## src/rtl/regfile_dump_reader.sv

```systemverilog
// -----------------------------------------------------------------------------
// regfile_dump_reader
//
// Debug read-out engine for the MIPS core's general-purpose register file.
// A start pulse walks the register file's combinational read port through
// registers 0..NUM_REGS-1. Each word is captured and then streamed to a
// debug/trace sink over a valid/ready interface. The block shares the read
// port with the core, so it may only be used while the core is stalled or
// halted.
//
// Optional feature macro: DUMP_CHECKSUM_EN
//   defined   : an extra final beat carries the XOR of all dumped words
//               (out_sum=1, out_idx=0, out_last=1).
//   undefined : no checksum beat; out_sum is tied low and out_last marks
//               register NUM_REGS-1.
//
// Ports
//   clk        in   system clock, rising edge
//   rst_n      in   asynchronous active-low reset
//   start      in   one-cycle dump request, ignored while busy
//   rd_adr     out  register file read address (always the current index)
//   rd_data    in   combinational register file read data for rd_adr
//   out_valid  out  stream word valid
//   out_ready  in   sink accepts word
//   out_data   out  register value, or checksum on the checksum beat
//   out_idx    out  register index of out_data (0 on the checksum beat)
//   out_sum    out  high on the checksum beat
//   out_last   out  high on the final beat of the dump
//   busy       out  dump in progress (LOAD through DONE)
//   done       out  one-cycle pulse after the final beat is accepted
//   dbg_state  out  current FSM state encoding, for debug and checkers
//
// Handshake: a beat transfers on a rising edge where out_valid && out_ready.
// Once out_valid rises, out_data/out_idx/out_sum/out_last stay stable until
// that transfer. out_valid never depends combinationally on out_ready, and
// out_ready has no effect while out_valid is low.
// -----------------------------------------------------------------------------
module regfile_dump_reader #(
   parameter int NUM_REGS = 32,
   parameter int ADDR_W   = 5,
   parameter int DATA_W   = 32
) (
   input  logic              clk,
   input  logic              rst_n,
   input  logic              start,
   output logic [ADDR_W-1:0] rd_adr,
   input  logic [DATA_W-1:0] rd_data,
   output logic              out_valid,
   input  logic              out_ready,
   output logic [DATA_W-1:0] out_data,
   output logic [ADDR_W-1:0] out_idx,
   output logic              out_sum,
   output logic              out_last,
   output logic              busy,
   output logic              done,
   output logic [2:0]        dbg_state
);

   localparam logic [ADDR_W-1:0] LAST_IDX = ADDR_W'(NUM_REGS - 1);

   typedef enum logic [2:0] {
      S_IDLE = 3'd0,
      S_LOAD = 3'd1,
      S_SEND = 3'd2,
`ifdef DUMP_CHECKSUM_EN
      S_SUM  = 3'd3,
`endif
      S_DONE = 3'd4
   } state_t;

   state_t            state_q, state_d;
   logic [ADDR_W-1:0] idx_q, idx_d;       // register currently addressed
   logic [DATA_W-1:0] data_q, data_d;     // word captured at the LOAD edge
   logic [ADDR_W-1:0] oidx_q, oidx_d;     // index belonging to data_q

`ifdef DUMP_CHECKSUM_EN
   logic [DATA_W-1:0] sum_q, sum_d;       // running XOR of captured words
`endif

   // ---------------------------------------------------------------------------
   // State and datapath registers
   // ---------------------------------------------------------------------------
   always_ff @(posedge clk or negedge rst_n) begin
      if (!rst_n) begin
         state_q <= S_IDLE;
         idx_q   <= '0;
         data_q  <= '0;
         oidx_q  <= '0;
      end else begin
         state_q <= state_d;
         idx_q   <= idx_d;
         data_q  <= data_d;
         oidx_q  <= oidx_d;
      end
   end

`ifdef DUMP_CHECKSUM_EN
   always_ff @(posedge clk or negedge rst_n) begin
      if (!rst_n) begin
         sum_q <= '0;
      end else begin
         sum_q <= sum_d;
      end
   end
`endif

   // ---------------------------------------------------------------------------
   // Next-state and datapath update
   // ---------------------------------------------------------------------------
   always_comb begin
      state_d = state_q;
      idx_d   = idx_q;
      data_d  = data_q;
      oidx_d  = oidx_q;
`ifdef DUMP_CHECKSUM_EN
      sum_d   = sum_q;
`endif

      case (state_q)
         S_IDLE: begin
            if (start) begin
               idx_d   = '0;
`ifdef DUMP_CHECKSUM_EN
               sum_d   = '0;
`endif
               state_d = S_LOAD;
            end
         end

         // rd_adr already shows idx_q this cycle, so rd_data is the word to
         // capture. Its value reflects the register contents at this edge.
         S_LOAD: begin
            data_d  = rd_data;
            oidx_d  = idx_q;
`ifdef DUMP_CHECKSUM_EN
            sum_d   = sum_q ^ rd_data;
`endif
            state_d = S_SEND;
         end

         S_SEND: begin
            if (out_ready) begin
               if (idx_q == LAST_IDX) begin
`ifdef DUMP_CHECKSUM_EN
                  state_d = S_SUM;
`else
                  state_d = S_DONE;
`endif
               end else begin
                  idx_d   = idx_q + ADDR_W'(1);
                  state_d = S_LOAD;
               end
            end
         end

`ifdef DUMP_CHECKSUM_EN
         S_SUM: begin
            if (out_ready) begin
               state_d = S_DONE;
            end
         end
`endif

         S_DONE: begin
            state_d = S_IDLE;
         end

         default: begin
            state_d = S_IDLE;
         end
      endcase
   end

   // ---------------------------------------------------------------------------
   // Outputs: decoded from registered state only
   // ---------------------------------------------------------------------------
   always_comb begin
      rd_adr    = idx_q;
      out_valid = 1'b0;
      out_data  = data_q;
      out_idx   = oidx_q;
      out_sum   = 1'b0;
      out_last  = 1'b0;
      busy      = (state_q != S_IDLE);
      done      = (state_q == S_DONE);
      dbg_state = state_q;

      case (state_q)
         S_SEND: begin
            out_valid = 1'b1;
`ifndef DUMP_CHECKSUM_EN
            out_last  = (oidx_q == LAST_IDX);
`endif
         end
`ifdef DUMP_CHECKSUM_EN
         S_SUM: begin
            out_valid = 1'b1;
            out_data  = sum_q;
            out_idx   = '0;
            out_sum   = 1'b1;
            out_last  = 1'b1;
         end
`endif
         default: begin
            out_valid = 1'b0;
         end
      endcase
   end

endmodule

```

## config.mk

```make
export PLATFORM = sky130hd
export DESIGN_NAME = regfile_dump_reader
export DESIGN_NICKNAME = d
export VERILOG_FILES = /design/src/rtl/regfile_dump_reader.sv
export SDC_FILE = /design/constraint.sdc
export NUM_CORES = 1
export LEC_CHECK = 0
export BUFFER_PORTS_ARGS = -buffer_cell sky130_fd_sc_hd__buf_2
export CAP_MARGIN = 10
export CORE_AREA = 2 2 75 77
export CTS_BUF_LIST = sky130_fd_sc_hd__clkbuf_8
export DETAILED_ROUTE_END_ITERATION = 12
export DIE_AREA = 0 0 77 79
export PLACE_DENSITY = 0.65
export SYNTH_ARGS = -nofsm -noshare
export SYNTH_HDL_FRONTEND = slang
export SYNTH_SLANG_ARGS = --single-unit
export TNS_END_PERCENT = 10
```

## constraint.sdc

```tcl
create_clock -name clk -period 2.01 [get_ports clk]
set_clock_uncertainty 0.05 [all_clocks]
set_input_delay 0.201 -clock clk [delete_from_list [all_inputs] [get_ports clk]]
set_output_delay 0.201 -clock clk [all_outputs]
set_load 0.02 [all_outputs]
```

## Word level (Yosys, flattened, before mapping)

Cells that the tools add are included.

| storage, ports and cells | value |
|---|---|
| bits in registers | 45 |
| logic and storage cells | 28 |

| cells by class | value |
|---|---|
| mux-type cells | 10 |
| reduce and logical (&&, ||, !) cells | 5 |
| eq/ne operators | 8 |
| $add $sub $neg | 1 |

Operators by type and width:

| operator | number |
|---|---|
| 5-bit two-way mux | 3 |
| 5-bit == test, second input constant | 2 |
| 5-bit one-hot mux with 2 select lines | 1 |
| 3-bit two-way mux | 3 |
| 3-bit one-hot mux with 3 select lines | 1 |
| 2-bit != test, second input constant | 3 |
| 5-bit by 1-bit adder with 5-bit output, second input constant | 1 |
| 4-bit AND reduction | 1 |
| 3-bit by 1-bit == test with 1-bit output, second input constant | 1 |
| 3-bit by 2-bit == test with 1-bit output, second input constant | 1 |
| 3-bit == test, second input constant | 1 |
| 3-bit zero test | 1 |
| 3-bit nonzero test | 1 |
| 1-bit two-way mux | 2 |
| 2-bit AND reduction | 1 |
| 2-bit nonzero test | 1 |

## Logic depth before layout (Yosys ltp)

Gate-level depths: netlist of run 1.

| logic depth | value |
|---|---|
| depth after elaboration | 4 |
| depth in mapped cells | 6 |

## Worst setup path after synthesis of run 1

OpenSTA, ideal clock, no wires.

| timing | value |
|---|---|
| path type | register to register |
| start point | register idx_q[0] (netlist: rd_adr[0]) |
| end point | register idx_q[0] (netlist: rd_adr[0]) |
| arrival time | 1.985 ns |
| data required time | 1.835 ns |
| cell stages (with the launch flop) | 7 |
| path buffers | 0 |
| slack | -0.150 ns |
| clock period less this slack | 2.160 ns |
| cells stage by stage | dfrtp_1 -> ha_1 -> and3_1 -> ha_1 -> nand3b_1 -> a211oi_2 -> mux2_2 |

| between the ends | value |
|---|---|
| longest elaborated chain between the ends | 4 |
| elaborated cells between the ends (all ways) | 7 |
| those cells by class | add/sub: 1; eq/ne: 2; mux: 3; reduce/logical: 1 |

Ends and longest elaborated chain:

| element | line | text |
|---|---|---|
| start: declaration | 72 | `logic [ADDR_W-1:0] idx_q, idx_d;` |
| start signal: assignment | 91 | `idx_q <= idx_d;` |
| 5-bit by 1-bit adder with 5-bit output | 150 | `idx_d = idx_q + ADDR_W'(1);` |
| 5-bit two-way mux | 143 | `if (idx_q == LAST_IDX) begin` |
| 5-bit two-way mux | 142 | `if (out_ready) begin` |
| 5-bit one-hot mux with 2 select lines | 119 | `case (state_q)` |

Several ways; a longest one is shown, not always the timed one. The select of a mux whose other input is x is not followed.
A chain may end at the register's enable or synchronous reset.

## Worst setup path after layout of run 1

| timing | value |
|---|---|
| start point | register idx_q[1] (netlist: rd_adr[1]) |
| end point | register idx_q[1] (netlist: rd_adr[1]) |

Same word-level chain as after synthesis.

==> results of run 1 <==
## cells by family after synthesis
| logic type | synth area share [%] |
|---|---|
| multiplexers | 24.6 |
| AND/OR/NAND/NOR | 7.00 |
| AO/OA/AOI/OAI | 2.33 |
| flip-flops | 61.7 |
| other | 0.206 |
| buffers and inverters | 2.81 |
| adder cells (fa/ha/maj) | 1.37 |
## where the power goes
group | leakage [nW] | switching, mW | internal [mW]
Clock | 0.0626 | 0.286 | 0.400
Sequential | 0.550 | 0.234 | 1.31
Combinational | 0.656 | 1.06 | 0.871
## state kept, by name, indices dropped and copies added, names as in the netlist
| signal | count |
|---|---|
| rd_adr | 5 |
| out_idx | 5 |
| out_data | 32 |
| dbg_state | 3 |
## worst max path at each step
stage                      to  slack, ns
floorplan           rd_adr[0]      -0.03
global placement    rd_adr[1]       0.14
detailed placement  rd_adr[1]     -0.006
CTS                 rd_adr[1]       0.01
global route        rd_adr[1]      0.004
finish              rd_adr[1]       0.08
## worst max-delay path: stages, from the launching register on
cell and delay, ns:
dfrtp_2 0.43, ha_4 0.17, and3_4 0.15, ha_4 0.15, nand3b_1 0.20, a211oi_4 0.34
buf_6 0.17, mux2i_1 0.19
## area by class of cell
class	count	area, um^2
fillers	518	2800
clock buffers	6	82.6
flip-flops and latches	45	1130
repair buffers	93	494
multi-input cells	68	693
well taps	72	90.1
clock inverters	2	33.8
inverters	5	18.8
## layout by cell type, fill, tap and decap left out, drive strengths merged, types with 2 or more instances in the layout
cell and n:
nand3 3, o21ai 2, nand2b 2, clkbuf 6, mux2 38, ha 2
nand2 3, mux2i 2, and3 2, nor3b 2, inv 6, buf 92
dfrtp 45
## per-layer routing
layer  GRT usage, %  vias up  share of wire, %
met4           6.43        0               1.8
met2           21.4       38                51
met3           1.93        7               4.2
met5              0        -                 0
li1               -      614                 -
met1           14.9      638                42
## timing repair
action | in CTS | in global routing
pin swaps | 1 | 2
resized for setup | 0 | 4
setup endpoints to repair | 1 | 2
setup buffers | 0 | 1
endpoints found under the hold margin | 23 | 0
hold buffers | 1 | 0
==> flow_summary.yaml, run 1 <==
timing:
  min_period_over_period_pct: 95.9
  fmax_mhz: 519
  hold_ws_ns: 0.0867
  setup_viol: 0
  final_hold_viol_count: 0
  worstMarginPinSlew_ns: 0.569
  period_needed_ns: 1.93
  slew_violations: 0
  slew_headroom_pct: 62.1
  setup_ws_ns: 0.0829
  rsz0062_at_grt: "no"
  tns_ns: 0
detailed_routing:
  finalWirelength_um: 3740
  drc: 0
  wire_per_inst_um: 12.8
  ant_nets: 0
  viasPerCell: 4.46
  initialDrtViolationCount: 62
  dr.pass1.iters: 3
  vias: 1297
final_layout:
  final_area_um2: 2540
  fin_nets: 256
  fin_util_pct: 47.6
  area_delta_synth_final_pct: 39.3
  instances_no_fill: 291
  diodes: 0
  drive_gt1_share_pct: 67.1
grt:
  track_usage_pct: 12.3
  grt_pass1_vias: 1238
  grt_antenna_before_repair: 0
  grt_pass1_wl_um: 5890
  grt_overflow: 0
  grt_start_max_net_pins: 26
floorplanning:
  die_x_um: 77
  die_area_um2: 6080
  die_y_um: 79
  placementRows: 27
  initial_utilization_pct: 34.2
  ios: 86
  core_um2: 5340
placed_design:
  placedCellCount: 281
  dp_hpwl_um: 2760
  place_area_um2: 2380
  gp_congestion: 0.734
  port_buffers: 84
  place_worst_setup_slack_ns: -0.00576
synthesis:
  synth_flop_cell: "dfrtp_1"
  synth_fp_nets: 161
  yosysMostFrequentCell: "dfrtp_1"
  synth.area.top_cells: "dfrtp_1 62%, mux2_2 23%, ha_1 1.4%"
  avgSynthCellArea_um2: 14.8
  ys_ff_latch: 45
  synth-edff-count: 0
  syn_inst: 123
  netlist_top_cells_count: "45 x dfrtp_1, 38 x mux2_2, 5 x inv_1"
  synth_top_cell_by_area: "dfrtp_1"
  yosysWarningCount: 0
  yosys.area.top_type_share_pct: 61.7
  syn_area_um2: 1820
  synthDistinctLibCells: 25
  synthArstFlopShare_pct: 100
  synth_seq_area_share_pct: 61.7
status:
  status: "finished, final reports clean"
setup_path:
  rr_endpoint: "rd_adr[1]"
  reg2reg_depth: 7
  critPathKind: "reg -> reg"
  cp-end-kind: "flop"
  cp-start-kind: "flop"
  crit_arrival_ns: 2.08
  reg2reg_from: "rd_adr[1]"
  required_ns: 2.16
  rrSetupSlack_ns: 0.08
  critPathLaunch: "rd_adr[1]"
  crit_fanout: 5
clock_tree:
  cts.sink_count: 45
  clk_latency_ns: 0.28
  cts_root_buf: "clkbuf_8"
  clockBufferDepth: 2
  cts_tree: "done"
  htreeDepth: 2
  cts_made_buffers: 5
  clk_pin_slew_ns: 0.08
min_path:
  hold_class: "in -> reg"
  min_from: "rd_data[4]"
  hold_path_end: "out_data[4]"
  whs_path_depth: 2
pwr:
  p_leak_nw: 1.27
  ir_drop_uv: 593
  power_density_nw_per_um2: 1640
  fin_total_pwr_mw: 4.17
job:
  drv_cap: 0
(Power assumes the default switching activity.)
==> run 2: changes to the inputs <==
- ABC_AREA: unset -> 1
- CORE_AREA: 2 2 75 77 -> 2 2 77 79
- DIE_AREA: 0 0 77 79 -> 0 0 79 81
==> flow_summary.yaml, run 2 <==
final_layout:
  fin_nets: 350
  area_delta_synth_final_pct: 28.1
  multi_input_area_um2: 699
  num-fill-cells: 616
  drive_gt1_share_pct: 33.2
  final-seq-area_um2: 1130
  instances_no_fill: 388
  layout_common_cells: "95 x nand2_1, 84 x buf_2, 45 x dfrtp_1"
  diodes: 0
  largest_reg_flops: 32
  final_common_cell: "nand2_1"
detailed_routing:
  drc: 0
  viasPerCell: 4.47
  ant_nets: 0
  finalWirelength_um: 4470
  initialDrtViolationCount: 95
  vias: 1733
  dr.pass1.iters: 4
  wire_per_inst_um: 11.5
synthesis:
  synth_fp_nets: 266
  synth-simple-area-share_pct: 33.4
  synth_fa_ha_area_share_pct: 1.28
  synthXorXnorAreaFrac_pct: 0
  yosysWarningCount: 0
  ys_ff_latch: 45
  synth_top_family_by_area: "simple AND/OR/NAND/NOR gates"
  yosysMostFrequentCell: "nand2_1"
  syn_inst: 228
  synthArstFlopShare_pct: 100
  netlist_top_cells_count: "95 x nand2_1, 45 x dfrtp_1, 41 x nand3_1"
  avgSynthCellArea_um2: 8.60
  synth.area.top_cells: "dfrtp_1 57%, nand2_1 18%, nand3_1 10%"
  syn_area_um2: 1960
  synth_top_cell_by_area: "dfrtp_1"
  synth_compound_area_share_pct: 0.766
  synthDistinctLibCells: 18
  yosys.area.top_type_share_pct: 57.4
  synth_flop_cell: "dfrtp_1"
  muxShareOfSynthArea_pct: 0
  synth-edff-count: 0
  synth_seq_area_share_pct: 57.4
placed_design:
  port_buffers: 84
  dp_hpwl_um: 3190
  gp_congestion: 0.793
  placedCellCount: 379
setup_path:
  cp-start-kind: "flop"
  rrSetupSlack_ns: 0.39
  required_ns: 1.76
  crit_arrival_ns: 1.39
  crit_fanout: 7
  critPathKind: "reg -> out"
  cp-end-kind: "output port"
  reg2reg_depth: 8
  rr_endpoint: "rd_adr[0]"
  reg2reg_from: "rd_adr[0]"
clock_tree:
  clockBufferDepth: 2
  cts_root_buf: "clkbuf_8"
  clk_latency_ns: 0.29
  postCtsResizedCells: 0
  cts.sink_count: 45
  cts.hold.buffers_added: 1
  cts_setup_buffers: 0
  cts_made_buffers: 5
  htreeDepth: 2
  clk_pin_slew_ns: 0.08
  cts_tree: "done"
pwr:
  power_density_nw_per_um2: 1600
  fin_total_pwr_mw: 4.01
  p_leak_nw: 1.48
  ir_drop_uv: 808
timing:
  slew_violations: 0
  setup_viol: 0
  slew_headroom_pct: 66.1
  rsz0062_at_grt: "no"
  fmax_mhz: 609
  worstMarginPinSlew_ns: 0.508
  min_period_over_period_pct: 81.7
  final_hold_viol_count: 0
  period_needed_ns: 1.64
  tns_ns: 0
floorplanning:
  placementRows: 28
  initial_utilization_pct: 34.5
  ios: 86
  die_area_um2: 6400
  die_y_um: 81
  core_um2: 5680
  die_x_um: 79
min_path:
  min_from: "rd_data[12]"
  whs_path_depth: 3
  hold_path_end: "out_data[12]"
  hold_class: "in -> reg"
grt:
  grt_start_max_net_pins: 37
  track_usage_pct: 14.4
  grt_pass1_vias: 1568
  grt_antenna_before_repair: 0
  grt_pass1_wl_um: 7210
  grt_overflow: 0
job:
  drv_cap: 0
status:
  status: "finished, final reports clean"
## run 2: changes by cell type in the layout (fill, tap and decap cells not counted), moves of 3 or more
| cell | delta |
|---|---|
| nand2_1 | +92 |
| inv_1 | +4 |
| nor3_1 | +3 |
| nor2_1 | +6 |
| mux2_2 | -37 |
| nand3_1 | +38 |
| nand2_2 | +3 |
## run 2: worst max-delay path by stage
stage | startpoint | to | slack (ns) | depth (start not counted)
after floorplan | dbg_state[0] | done | 0.39 | 3
after global placement | rd_adr[0] | rd_adr[0] | 0.46 | 8
after detailed placement | rd_adr[0] | rd_adr[3] | 0.41 | 8
after CTS | dbg_state[0] | out_last | 0.32 | 4
after global routing | dbg_state[0] | out_last | 0.18 | 4
final | dbg_state[0] | out_last | 0.37 | 4
## run 2: report_power, final
part | switching (mW) | leakage, nW | internal (mW)
clock | 0.281 | 0.0491 | 0.236
sequential | 0.233 | 0.570 | 1.28
combinational | 1.36 | 0.866 | 0.619
## run 2: final cells by class
cell class	instances	share of cell area, %
tap	75	3.74
multi-input combinational	159	27.9
clock inverter	3	0.548
inverter	11	1.64
sequential	45	44.8
clock buffer	5	2.74
timing repair buffer	90	18.6
## run 2: kinds of logic after synthesis
logic type / count (synthesis)
compound gates: 3
fa+ha+maj: 2
buf+inv: 24
flops: 45
other cells: 1
simple gates: 153
## run 2: per-stage QoR
stage	area, um^2	hold slack [ns]	utilization [%]	setup slack (ns)
finish	2510	0.0880	44.2	0.367
global route	2510	0.0792	44.2	0.182
CTS	2510	0.0772	44.2	0.319
detailed placement	2420	0.167	42.6	0.414
global placement	2420	0.154	42.6	0.459
floorplan	1960	-0.145	-	0.388
## run 2: per-layer routing
| layer | track usage, % | up-vias | wire length (um) |
|---|---|---|---|
| met3 | 3.11 | 6 | 242 |
| met4 | 4.83 | 0 | 59 |
| met5 | 0 | - | 0 |
| met1 | 17.5 | 797 | 1880 |
| met2 | 25.6 | 50 | 2290 |
| li1 | - | 880 | - |
## run 2: worst max-delay path: stages (launching register included)
cell and delay (ns):
dfrtp_1 0.47, nor2_2 0.17, nand2_2 0.13, nor3_1 0.14, buf_2 0.19
